File: config.mk
export PLATFORM = sky130hd
export DESIGN_NAME = genexu_mul_div_issue
export DESIGN_NICKNAME = d
export VERILOG_FILES = /design/src/rtl/genexu_mul_div_issue.sv
export SDC_FILE = /design/constraint.sdc
export NUM_CORES = 1
export LEC_CHECK = 0
export ABC_AREA = 1
export BUFFER_PORTS_ARGS = -buffer_cell sky130_fd_sc_hd__buf_2
export CAP_MARGIN = 20
export CORE_MARGIN = 2
export CORE_UTILIZATION = 35
export DETAILED_ROUTE_END_ITERATION = 8
export HOLD_SLACK_MARGIN = 0.08
export PLACE_DENSITY_LB_ADDON = 0.05
export REMOVE_ABC_BUFFERS = 1
export SLEW_MARGIN = 20
export SYNTH_ARGS = -nofsm -noshare
export SYNTH_HDL_FRONTEND = slang
export SYNTH_SLANG_ARGS = --single-unit
export TNS_END_PERCENT = 50
File: constraint.sdc
create_clock -name clk_i -period 2.21 [get_ports clk_i]
set_input_delay 0.1105 -clock clk_i [delete_from_list [all_inputs] [get_ports clk_i]]
set_output_delay 0.1105 -clock clk_i [all_outputs]
set_load 0.01 [all_outputs]
File: src/rtl/genexu_mul_div_issue.sv
// MUL_DIV EXU stream initiator: issues one M-extension op on the req stream,
// waits for its single-beat response and hands the result to the register-file writeback port.
package genexu_mul_div_issue_pkg;
    localparam int unsigned OPC_W = 3;
    localparam int unsigned XLEN  = 32;
    localparam int unsigned RD_W  = 5;

    typedef struct packed {
        logic [OPC_W-1:0] exu_opcode;
        logic [XLEN-1:0]  src0_data;
        logic [XLEN-1:0]  src1_data;
    } req_struct;

    typedef struct packed {
        logic [XLEN-1:0] rd0_wdata;
    } resp_struct;
endpackage

module genexu_mul_div_issue
    import genexu_mul_div_issue_pkg::*;
#(
    parameter int unsigned TIMEOUT_CYCLES = 64,
    parameter int unsigned CNT_W          = 7
) (
    input  logic              clk_i,
    input  logic              rst_i,
    input  logic              cmd_valid_i,
    output logic              cmd_ready_o,
    input  logic [OPC_W-1:0]  cmd_opcode_i,
    input  logic [XLEN-1:0]   cmd_src0_i,
    input  logic [XLEN-1:0]   cmd_src1_i,
    input  logic [RD_W-1:0]   cmd_rd_i,
    input  logic              flush_i,
    output logic              stream_req_bus_genfifo_req_o,
    output req_struct         stream_req_bus_genfifo_wdata_bo,
    input  logic              stream_req_bus_genfifo_ack_i,
    input  logic              stream_resp_bus_genfifo_req_i,
    input  resp_struct        stream_resp_bus_genfifo_rdata_bi,
    output logic              stream_resp_bus_genfifo_ack_o,
    output logic              wb_valid_o,
    input  logic              wb_ready_i,
    output logic [RD_W-1:0]   wb_rd_o,
    output logic [XLEN-1:0]   wb_data_o,
    output logic              busy_o,
    output logic              err_timeout_o,
    output logic              err_stray_o
);

    typedef enum logic [1:0] {S_IDLE, S_REQ, S_WAIT, S_WB} state_t;

    // Counter value seen in the last WAIT cycle before the watchdog fires
    localparam logic [CNT_W-1:0] TO_LAST =
        CNT_W'((TIMEOUT_CYCLES == 0) ? 0 : TIMEOUT_CYCLES - 1);

    state_t           state_q, state_d;
    logic [CNT_W-1:0] cnt_q, cnt_d;
    logic             discard_q, discard_d;
    logic             timeout_d, stray_d;
    logic             cmd_accept, resp_capture;
    req_struct        req_q;
    logic [RD_W-1:0]  rd_q;
    logic [XLEN-1:0]  data_q;

    // State, watchdog counter, discard flag and error pulses
    always_ff @(posedge clk_i or negedge rst_i) begin
        if (!rst_i) begin
            state_q       <= S_IDLE;
            cnt_q         <= '0;
            discard_q     <= 1'b0;
            err_timeout_o <= 1'b0;
            err_stray_o   <= 1'b0;
        end else begin
            state_q       <= state_d;
            cnt_q         <= cnt_d;
            discard_q     <= discard_d;
            err_timeout_o <= timeout_d;
            err_stray_o   <= stray_d;
        end
    end

    // Command latch (drives the request payload) and response capture
    always_ff @(posedge clk_i or negedge rst_i) begin
        if (!rst_i) begin
            req_q  <= '0;
            rd_q   <= '0;
            data_q <= '0;
        end else begin
            if (cmd_accept) begin
                req_q.exu_opcode <= cmd_opcode_i;
                req_q.src0_data  <= cmd_src0_i;
                req_q.src1_data  <= cmd_src1_i;
                rd_q             <= cmd_rd_i;
            end
            if (resp_capture) begin
                data_q <= stream_resp_bus_genfifo_rdata_bi.rd0_wdata;
            end
        end
    end

    always_comb begin
        state_d      = state_q;
        cnt_d        = cnt_q;
        discard_d    = discard_q;
        timeout_d    = 1'b0;
        cmd_accept   = 1'b0;
        resp_capture = 1'b0;
        cmd_ready_o  = 1'b0;
        wb_valid_o   = 1'b0;
        stream_req_bus_genfifo_req_o = 1'b0;
        busy_o       = (state_q != S_IDLE);
        // Any response not consumed in WAIT is dropped and flagged
        stray_d      = stream_resp_bus_genfifo_req_i && (state_q != S_WAIT);

        unique case (state_q)
            S_IDLE: begin
                cmd_ready_o = !flush_i;
                if (cmd_valid_i && !flush_i) begin
                    cmd_accept = 1'b1;
                    state_d    = S_REQ;
                end
            end
            S_REQ: begin
                stream_req_bus_genfifo_req_o = 1'b1;
                // A same-cycle ack already handed the op to the EXU, so a flush can only discard it
                if (stream_req_bus_genfifo_ack_i) begin
                    state_d   = S_WAIT;
                    cnt_d     = '0;
                    discard_d = flush_i;
                end else if (flush_i) begin
                    state_d = S_IDLE;
                end
            end
            S_WAIT: begin
                cnt_d = cnt_q + CNT_W'(1);
                if (flush_i) begin
                    discard_d = 1'b1;
                end
                if (stream_resp_bus_genfifo_req_i) begin
                    resp_capture = 1'b1;
                    discard_d    = 1'b0;
                    state_d      = (discard_q || flush_i || rd_q == '0) ? S_IDLE : S_WB;
                end else if (TIMEOUT_CYCLES != 0 && cnt_q == TO_LAST) begin
                    timeout_d = 1'b1;
                    discard_d = 1'b0;
                    state_d   = S_IDLE;
                end
            end
            S_WB: begin
                wb_valid_o  = 1'b1;
                cmd_ready_o = wb_ready_i && !flush_i;
                if (flush_i) begin
                    state_d = S_IDLE;
                end else if (wb_ready_i) begin
                    if (cmd_valid_i) begin
                        cmd_accept = 1'b1;
                        state_d    = S_REQ;
                    end else begin
                        state_d = S_IDLE;
                    end
                end
            end
            default: state_d = S_IDLE;
        endcase
    end

    assign stream_req_bus_genfifo_wdata_bo = req_q;
    assign stream_resp_bus_genfifo_ack_o   = 1'b1;
    assign wb_rd_o                         = rd_q;
    assign wb_data_o                       = data_q;

endmodule

Word-level counts from Yosys, hierarchy flattened
Cells that the tools add are included.
Cells by class
  equality and inequality tests: 11
  add/sub/neg operators: 1
  muxes and demuxes: 30
  reductions and logical operators: 13
Operators with widths (count)
  1-bit 2-to-1 mux: 16
  2-bit 2-to-1 mux: 8
  7-bit one-hot mux with 2 select lines: 1
  3-bit inequality test (second input constant): 3
  2-bit one-hot mux with 4 select lines: 1
  7-bit by 1-bit adder with 7-bit output (second input constant): 1
  7-bit by 6-bit equality test with 1-bit output (second input constant): 1
  7-bit 2-to-1 mux: 1
  2-bit inequality test (second input constant): 3
  1-bit one-hot mux with 2 select lines: 3
  5-bit logical NOT: 1
  2-bit equality test (second input constant): 2
  4-bit inequality test (second input constant): 1
  4-bit AND reduction: 1
  2-bit nonzero test: 2
  1-bit logical AND: 3
  3-bit AND reduction: 1
  2-bit by 1-bit equality test with 1-bit output (second input constant): 1
  2-bit logical NOT: 1
  1-bit logical OR: 2
  2-bit AND reduction: 1
  1-bit logical NOT: 1
Storage, ports and cells
  flip-flop bits (word level): 116
  input bits: 111
  output and inout bits: 111
  logic and storage cells: 65

Logic depth before layout (Yosys ltp)
Gate-level depths: netlist of run 1.
  depth in word-level cells: 5
  mapped depth: 10
  depth with buffers taken out: 9

Worst setup path after synthesis of run 1
Ideal clock, no wire load.
  kind: register to register
  from: register state_q[0]
  to: register data_q[10], in the netlist wb_data_o[10]
  slack: 764 ps
  setup time: 125 ps
  arrival: 1321 ps
  path buffers: 2
  period minus slack after synthesis: 1446 ps
  stages on the path, launching flop included: 7
  data required time: 2085 ps
  cell sequence: dfrtp_1 > inv_1 > ha_1 > buf_6 > nand2_4 > buf_6 > mux2_4
Between the ends
  cells in the longest elaborated chain, start to end: 2
RTL lines
  start: declaration: RTL line 55  | state_t state_q, state_d;
  start signal: assignment: RTL line 73  | state_q <= state_d;
  2-bit equality test: RTL line 114  | unique case (state_q)
  1-bit 2-to-1 mux: RTL line 114
  end signal: assignment: RTL line 95  | data_q <= stream_resp_bus_genfifo_rdata_bi.rd0_wdata;
  end: declaration: RTL line 62  | logic [XLEN-1:0] data_q;
No other way between the ends.
A chain may end at the register's enable or synchronous reset.

Worst setup path in the final report of run 1
  from: register state_q[0]
  to: output cmd_ready_o
Between the ends
  cells in the longest elaborated chain, start to end: 2
  elaborated cells on any way between the ends: 3
  classes of those cells: eq/ne (1); mux (1); reduce/logical (1)
RTL lines
  2-bit equality test / 2-bit logical NOT (equally long branches): RTL line 114
  1-bit one-hot mux with 2 select lines (*): RTL line 114
  end: declaration: RTL line 28  | output logic cmd_ready_o,
Mark *: on every way between the ends. The rest lies on a longest branch, timed or not.

==> metrics.md, run 1 <==
| Metric | Value |
|---|---|
| Status | `complete, no violations` |
| Share of cells above drive strength 1 | `0.3706` |
| Clk_skew | `0.003535 ns` |
| Fin. max-slew vios | `0` |
| Vias/cell | `about 4.5` |
| Fin crit period | `around 2 ns` |
| Number of synthesized register bits | `about 120` |
| Synth top area share | `0.5637` |
| Remaining routing DRC violations | `0` |
| Vias in the first global route | `~4,700` |
| Hold_sp | `stream_req_bus_genfifo_ack_i` |
| Routed len/inst | `between 10 and 15 um` |
| Post-CTS Repair Setup Buffers | `0` |
| GRT Total Usage | `0.1864` |
| Clock latency on the worst-skew pair | `0.40 ns` |
| Total grt overflow | `0` |
| Initial antenna violation count | `0` |
| Cell with the most instances after synthesis | `nand2_1` |
| Die Span Y | `approximately 130 um` |
| Largest net degree at the start of global routing | `between 100 and 150` |
| Critical Path Max Stage Delay | `about 0.40 ns` |
| Max Freq | `496.0 MHz` |
| Cell mode on critical path | `inv_1` |
| I/O pins | `about 220` |
| Setup Viol. Count Final | `0` |
| Avg Inst Size Synth | `10.45 sq um` |
| IO Port Bufs | `220` |
| Worst Path Max Fanout | `37` |
| Unique masters post-synth | `27` |
| Largest family of logic cells by synthesized area | `simple AND/OR/NAND/NOR gates` |
| Setup TNS | `0 ns` |
| WP buf/inv | `5` |
| P_leak | `between 0.004 and 0.005 uW` |
| TritonCTS clock tree | `built` |
| Clock Sinks | `116` |
| CTS max path bufs | `2` |
| Final Hold Viols | `0` |
| FF-to-FF path depth | `5` |
| Total chip power | `a little over 10,000 uW` |
| Fin Hold WS | `about 0.14 ns` |
| Die Width | `about 130 um` |
| Hold Path Cell Cnt | `5` |
| Worst setup SP type | `register` |
| Flop2flop setup slack | `~0.26 ns` |
| Largest cells by area after synthesis | `dfrtp_1 56%, nand2_1 12%, mux2_4 8.7%, nand3_1 6.6%, nand3_2 2.9%` |
| PwrDens | `between 1000 and 1500 mW/mm^2` |
| Register area share after synthesis | `0.5637` |
| Iteration-0 DRC Markers | `between 200 and 250` |
| Crit Reg-Reg Startpoint | `state_q[0]$_DFFE_PN0P_` |
| Area after DPL | `0.006274 sq mm` |
| Compound-cell area share of the yosys netlist | `0.01239` |
| Crit path DAT | `roughly 1.9 ns` |
| TritonRoute pass-1 iters | `4` |
| ANT nets after route | `0` |
| Hold Path End | `cnt_q[1]$_DFFE_PN0P_` |
| CP endpoint kind | `output port` |
| Worst R2R End | `wb_data_o[31]$_DFFE_PN0P_` |
| WP data required | `2.10 ns` |
| First-pass GRT wire length | `approximately 24 mm` |
| Nets | `approximately 940` |
| Ys Warns | `0` |
| CP Cell Sequence | `inv_1 > ha_1 > inv_1 > nand2_1 > nand3_2 > inv_2 > buf_16 > buf_2` |
| Core ar. | `0.01448 sq mm` |
| Fin crit share | `0.9122` |
| Post-Synth XOR/XNOR Area | `0` |
| Asr flop ratio synth | `1.000` |
| Clock-pin slew on the worst setup and hold paths | `approximately 0.050 ns` |
| Post-Synth Adder-Cell Area | `0.01458` |
| Post-layout utilization of the core | `0.5489` |
| GP Congestion | `roughly 0.85` |
| Main flop type after synthesis | `dfrtp_1` |
| Post-synth top cells | `171 x nand2_1, 116 x dfrtp_1, 68 x nand3_1` |
| Row Count | `44` |
| Root Buffer | `clkbuf_16` |
| Hold WC Path Type | `primary input to register` |
| Slew Limit Headroom | `0.5796` |
| Mapped Cells | `493` |
| Worst vdd ir | `0.5345 mV` |
| Die footprint | `roughly 0.016 sq mm` |
| Critical path type | `register to output port` |
| Slew @ Worst Pin | `about 0.63 ns` |
| Max cap viols | `0` |
| Mux cell area share after synthesis | `0.09184` |
| DRT Wirelength | `around 14 mm` |
| Starting Density | `0.3557` |
| Post-synth EDFFs | `0` |
| Final std cell area, no fill | `0.007948 sq mm` |
| Vias | `approximately 4,500` |
| Simple-gate share of the synthesized area | `0.2447` |
| Mapped Area | `approximately 0.005 sq mm` |
| RSZ-0062 raised after global routing | `false` |
| Area delta synth->final | `54.32%` |
| Delay-heaviest family, CP | `buffers and inverters` |
| TritonCTS Buffers | `17` |
| Final HPWL DP | `just under 9 mm` |
| Slowest CP cell | `dfrtp_1` |
| Antenna Cells | `0` |
| Yosys top cell by area | `dfrtp_1` |
| H-Tree Depth | `4` |
## where the power goes
part / total (uW) / switching [uW] / leakage [uW] / internal, uW
Combinational: 3950 / 2150 / 0.00263 / 1800
Sequential: 3570 / 503 / 0.00146 / 3070
Clock: 2610 / 886 / 0.000277 / 1730
## tightest hold or removal path, delay by kind of cell
family | cells | cell delay, ns
buffers and inverters | 2 | 0.16
and+or+nand+nor | 3 | 0.24
## cell usage in the layout (no fill, tap or decap), drive strengths merged, types with 2 or more instances in the layout
cell type    count
dfrtp          116
mux2            32
nor2            16
o21ai            7
ha               6
inv             19
dlygate4sd3    108
bufinv           2
nand2          173
clkinv           3
clkbuf          26
buf            227
a21oi            5
nor3             4
nand3           83
## state kept, by name, indices dropped and copies added (netlist names)
name and flops:
cnt_q 7, wb_data_o 32, state_q 2, err_stray_o 1, discard_q 1, wb_rd_o 5, err_timeout_o 1, stream_req_bus_genfifo_wdata_bo 67
## kinds of logic after synthesis
| family | Yosys count |
|---|---|
| flops | 116 |
| fa+ha+maj | 6 |
| compound gates | 12 |
| simple gates | 279 |
| buf+inv | 47 |
| other cells | 1 |
| mux | 32 |
## through the flow
step | instances | worst slack, ns
floorplan | 465 | -0.2334
global placement | 876 | 0.3250
detailed placement | 876 | 0.2656
CTS | 1014 | 0.06238
global route | 1015 | 0.07409
finish | 1015 | 0.1940
## area by class of cell
class | instances | area, sq um
Tap cell | 184 | 230.2
Clock inverter | 5 | 75.07
Fill cell | 1264 | 6531
Timing Repair Buffer | 336 | 2307
Sequential cell | 116 | 2903
Inverter | 19 | 71.32
Clock buffer | 25 | 485.5
Multi-Input combinational cell | 330 | 1876
## worst max-delay path by stage
stage	startpoint	cells after the start	endpoint
after global routing	state_q[0]$_DFFE_PN0P_	8	cmd_ready_o
after floorplan	state_q[0]$_DFFE_PN0P_	8	stream_req_bus_genfifo_wdata_bo[0]$_DFFE_PN0P_
after detailed placement	state_q[0]$_DFFE_PN0P_	5	wb_data_o[31]$_DFFE_PN0P_
after CTS	state_q[0]$_DFFE_PN0P_	8	cmd_ready_o
after global placement	state_q[0]$_DFFE_PN0P_	5	wb_data_o[0]$_DFFE_PN0P_
final	state_q[0]$_DFFE_PN0P_	8	cmd_ready_o
## what timing repair did
item                       CTS  global route
hold endpoints to repair   223             0
gates resized for setup      0             1
hold buffers               108             0
setup endpoints to repair    0             1
## metal layers
metal,GRT usage,wire (um),up-vias
met5,0,0,-
met4,0.07059,223,0
met3,0.06205,1053,17
met2,0.3059,6860,171
met1,0.2288,6278,2108
li1,-,-,2245
No activity file was read; power rests on OpenSTA's default activity.
==> inputs of run 2 (changes only) <==
Settings changed: BUFFER_PORTS_ARGS -buffer_cell sky130_fd_sc_hd__buf_2 to -buffer_cell sky130_fd_sc_hd__clkbuf_2, REMOVE_ABC_BUFFERS 1 to not set.
==> metrics.md, run 2 (synthesized netlist as in run 1, its figures left out) <==
| Metric | Value |
|---|---|
| Status | `complete, no violations` |
| Routed len/inst | `14.22 um` |
| Initial antenna violation count | `0` |
| Final std cell area, no fill | `between 0.007 and 0.008 sq mm` |
| Clk_skew | `0.006411 ns` |
| Fin. max-slew vios | `0` |
| RSZ-0062 raised after global routing | `false` |
| Die footprint | `about 0.016 sq mm` |
| Worst Path Max Fanout | `22` |
| Delay-heaviest family, CP | `buffers and inverters` |
| Max reg flops | `between 60 and 70` |
| Hold WC Path Type | `primary input to register` |
| Dpl cells | `881` |
| Area after DPL | `between 0.006 and 0.007 sq mm` |
| WP data required | `approximately 2.1 ns` |
| Area delta synth->final | `54.23%` |
| Cell mode on critical path | `inv_1` |
| Die Span Y | `~130 um` |
| Post-CTS Repair Setup Buffers | `0` |
| Critical Path Max Stage Delay | `~0.4 ns` |
| Slew Limit Headroom | `0.5735` |
| GRT Total Usage | `0.1900` |
| Slowest CP cell | `dfrtp_1` |
| CP endpoint kind | `output port` |
| Fin crit period | `roughly 2 ns` |
| Clock Sinks | `about 120` |
| Total grt overflow | `0` |
| Critical path type | `register to output port` |
| Worst vdd ir | `0.6672 mV` |
| Starting Density | `0.3557` |
| Max cap viols | `0` |
| Max Freq | `about 490 MHz` |
| Share of cells above drive strength 1 | `0.3780` |
| Setup Viol. Count Final | `0` |
| Root Buffer | `clkbuf_16` |
| Mapped Nets | `a little over 600` |
| Row Count | `44` |
| Crit path DAT | `~1.9 ns` |
| TritonRoute pass-1 iters | `4` |
| WP buf/inv | `5` |
| Clock-pin slew on the worst setup and hold paths | `0.05 ns` |
| P_leak | `0.004373 uW` |
| Final HPWL DP | `between 9 and 10 mm` |
| Final Hold Viols | `0` |
| Die Width | `around 130 um` |
| First-pass GRT wire length | `between 20 and 25 mm` |
| Slew @ Worst Pin | `roughly 0.64 ns` |
| Vias | `around 4,600` |
| GP Congestion | `a little under 0.8` |
| Post-layout utilization of the core | `0.5486` |
| Remaining routing DRC violations | `0` |
| DRT Wirelength | `~15 mm` |
| Commonest non-fill, non-tap cells in the layout | `218 x clkbuf_2, 171 x nand2_1, 116 x dfrtp_1` |
| Iteration-0 DRC Markers | `160` |
| CP Cell Sequence | `inv_1 > ha_1 > inv_1 > nand2_1 > nand3_2 > inv_2 > buf_6 > clkbuf_2` |
| Antenna Cells | `0` |
| IO Port Bufs | `220` |
| CTS max path bufs | `2` |
| Clock latency on the worst-skew pair | `just over 0.4 ns` |
| Fin crit share | `0.9172` |
| Vias in the first global route | `4,709` |
| Worst setup SP type | `register` |
| H-Tree Depth | `4` |
| PwrDens | `about 1300 mW/mm^2` |
| Setup TNS | `0 ns` |
| ANT nets after route | `0` |
| Nets | `940` |
| Commonest non-fill, non-tap cell in the layout | `clkbuf_2` |
| Final non-filler cell total | `just over 1,000` |
| I/O pins | `~220` |
| Largest net degree at the start of global routing | `47` |
| Vias/cell | `about 4.5` |
| TritonCTS Buffers | `17` |
| TritonCTS clock tree | `built` |
| Core ar. | `around 0.014 sq mm` |
==> run 2: changes by cell type in the layout (fill, tap and decap cells not counted), sizes merged <==
| cell | change |
|---|---|
| dlygate4sd3 | -1 |
| clkbuf | +215 |
| buf | -213 |
| clkinvlp | +2 |
| clkinv | +3 |
| bufinv | -1 |
==> run 2: where the power goes <==
| group | internal, uW | total [uW] | switching (uW) | leakage, uW |
|---|---|---|---|---|
| Sequential | 3070 | 3610 | 544 | 0.00146 |
| Clock | 1620 | 2560 | 941 | 0.000273 |
| Combinational | 1750 | 3890 | 2140 | 0.00264 |
==> run 2: layout make-up <==
class                   instances  area [sq um]
multi-input cells             330          1876
clock buffers                  23         478.0
flip-flops and latches        116          2903
fillers                      1318          6536
repair buffers                339          2306
inverters                      19         71.32
clock inverters                 9         78.83
well taps                     184         230.2
==> run 2: metal layers <==
metal	wire, um	up-vias	global-route usage
met5	0	-	0
met4	356	0	0.07647
met3	720	26	0.05092
met2	6824	152	0.3053
met1	6607	2198	0.2449
li1	-	2263	-
==> run 2: tightest hold or removal path: cells and delay by family <==
family        cells  cell delay (ns)
buf+inv           2             0.17
simple gates      3             0.23
==> run 2: metrics by stage <==
step	total power, uW	hold WS [ns]	setup WS, ns
final	10060	0.1295	0.1830
after global routing	10790	0.1509	0.02633
after CTS	10170	0.1211	0.05615
after detailed placement	7390	0.1726	0.5136
after global placement	7311	0.1830	0.5492
after floorplan	6038	-0.1851	0.7640
==> run 2: path summary, 6_finish.rpt <==
path                            slack, ns                                               to                                             from  depth (start not counted)
worst max-delay path                 0.18                                      cmd_ready_o                           state_q[0]$_DFFE_PN0P_                          8
worst min-delay path                 0.13                             cnt_q[1]$_DFFE_PN0P_                     stream_req_bus_genfifo_ack_i                          5
worst max register to register       0.51  stream_req_bus_genfifo_wdata_bo[58]$_DFFE_PN0P_                           state_q[0]$_DFFE_PN0P_                          9
worst min register to register       0.47  stream_req_bus_genfifo_wdata_bo[48]$_DFFE_PN0P_  stream_req_bus_genfifo_wdata_bo[48]$_DFFE_PN0P_                          2
max in group asynchronous            1.32  stream_req_bus_genfifo_wdata_bo[50]$_DFFE_PN0P_                                            rst_i                          3
min in group asynchronous            0.26                         wb_data_o[1]$_DFFE_PN0P_                                            rst_i                          2
==> run 2: repair_timing <==
| action | CTS | global route |
|---|---|---|
| setup endpoints to repair | 0 | 1 |
| hold endpoints to repair | 149 | 0 |
| gates resized for setup | 0 | 1 |
| hold buffers | 107 | 0 |
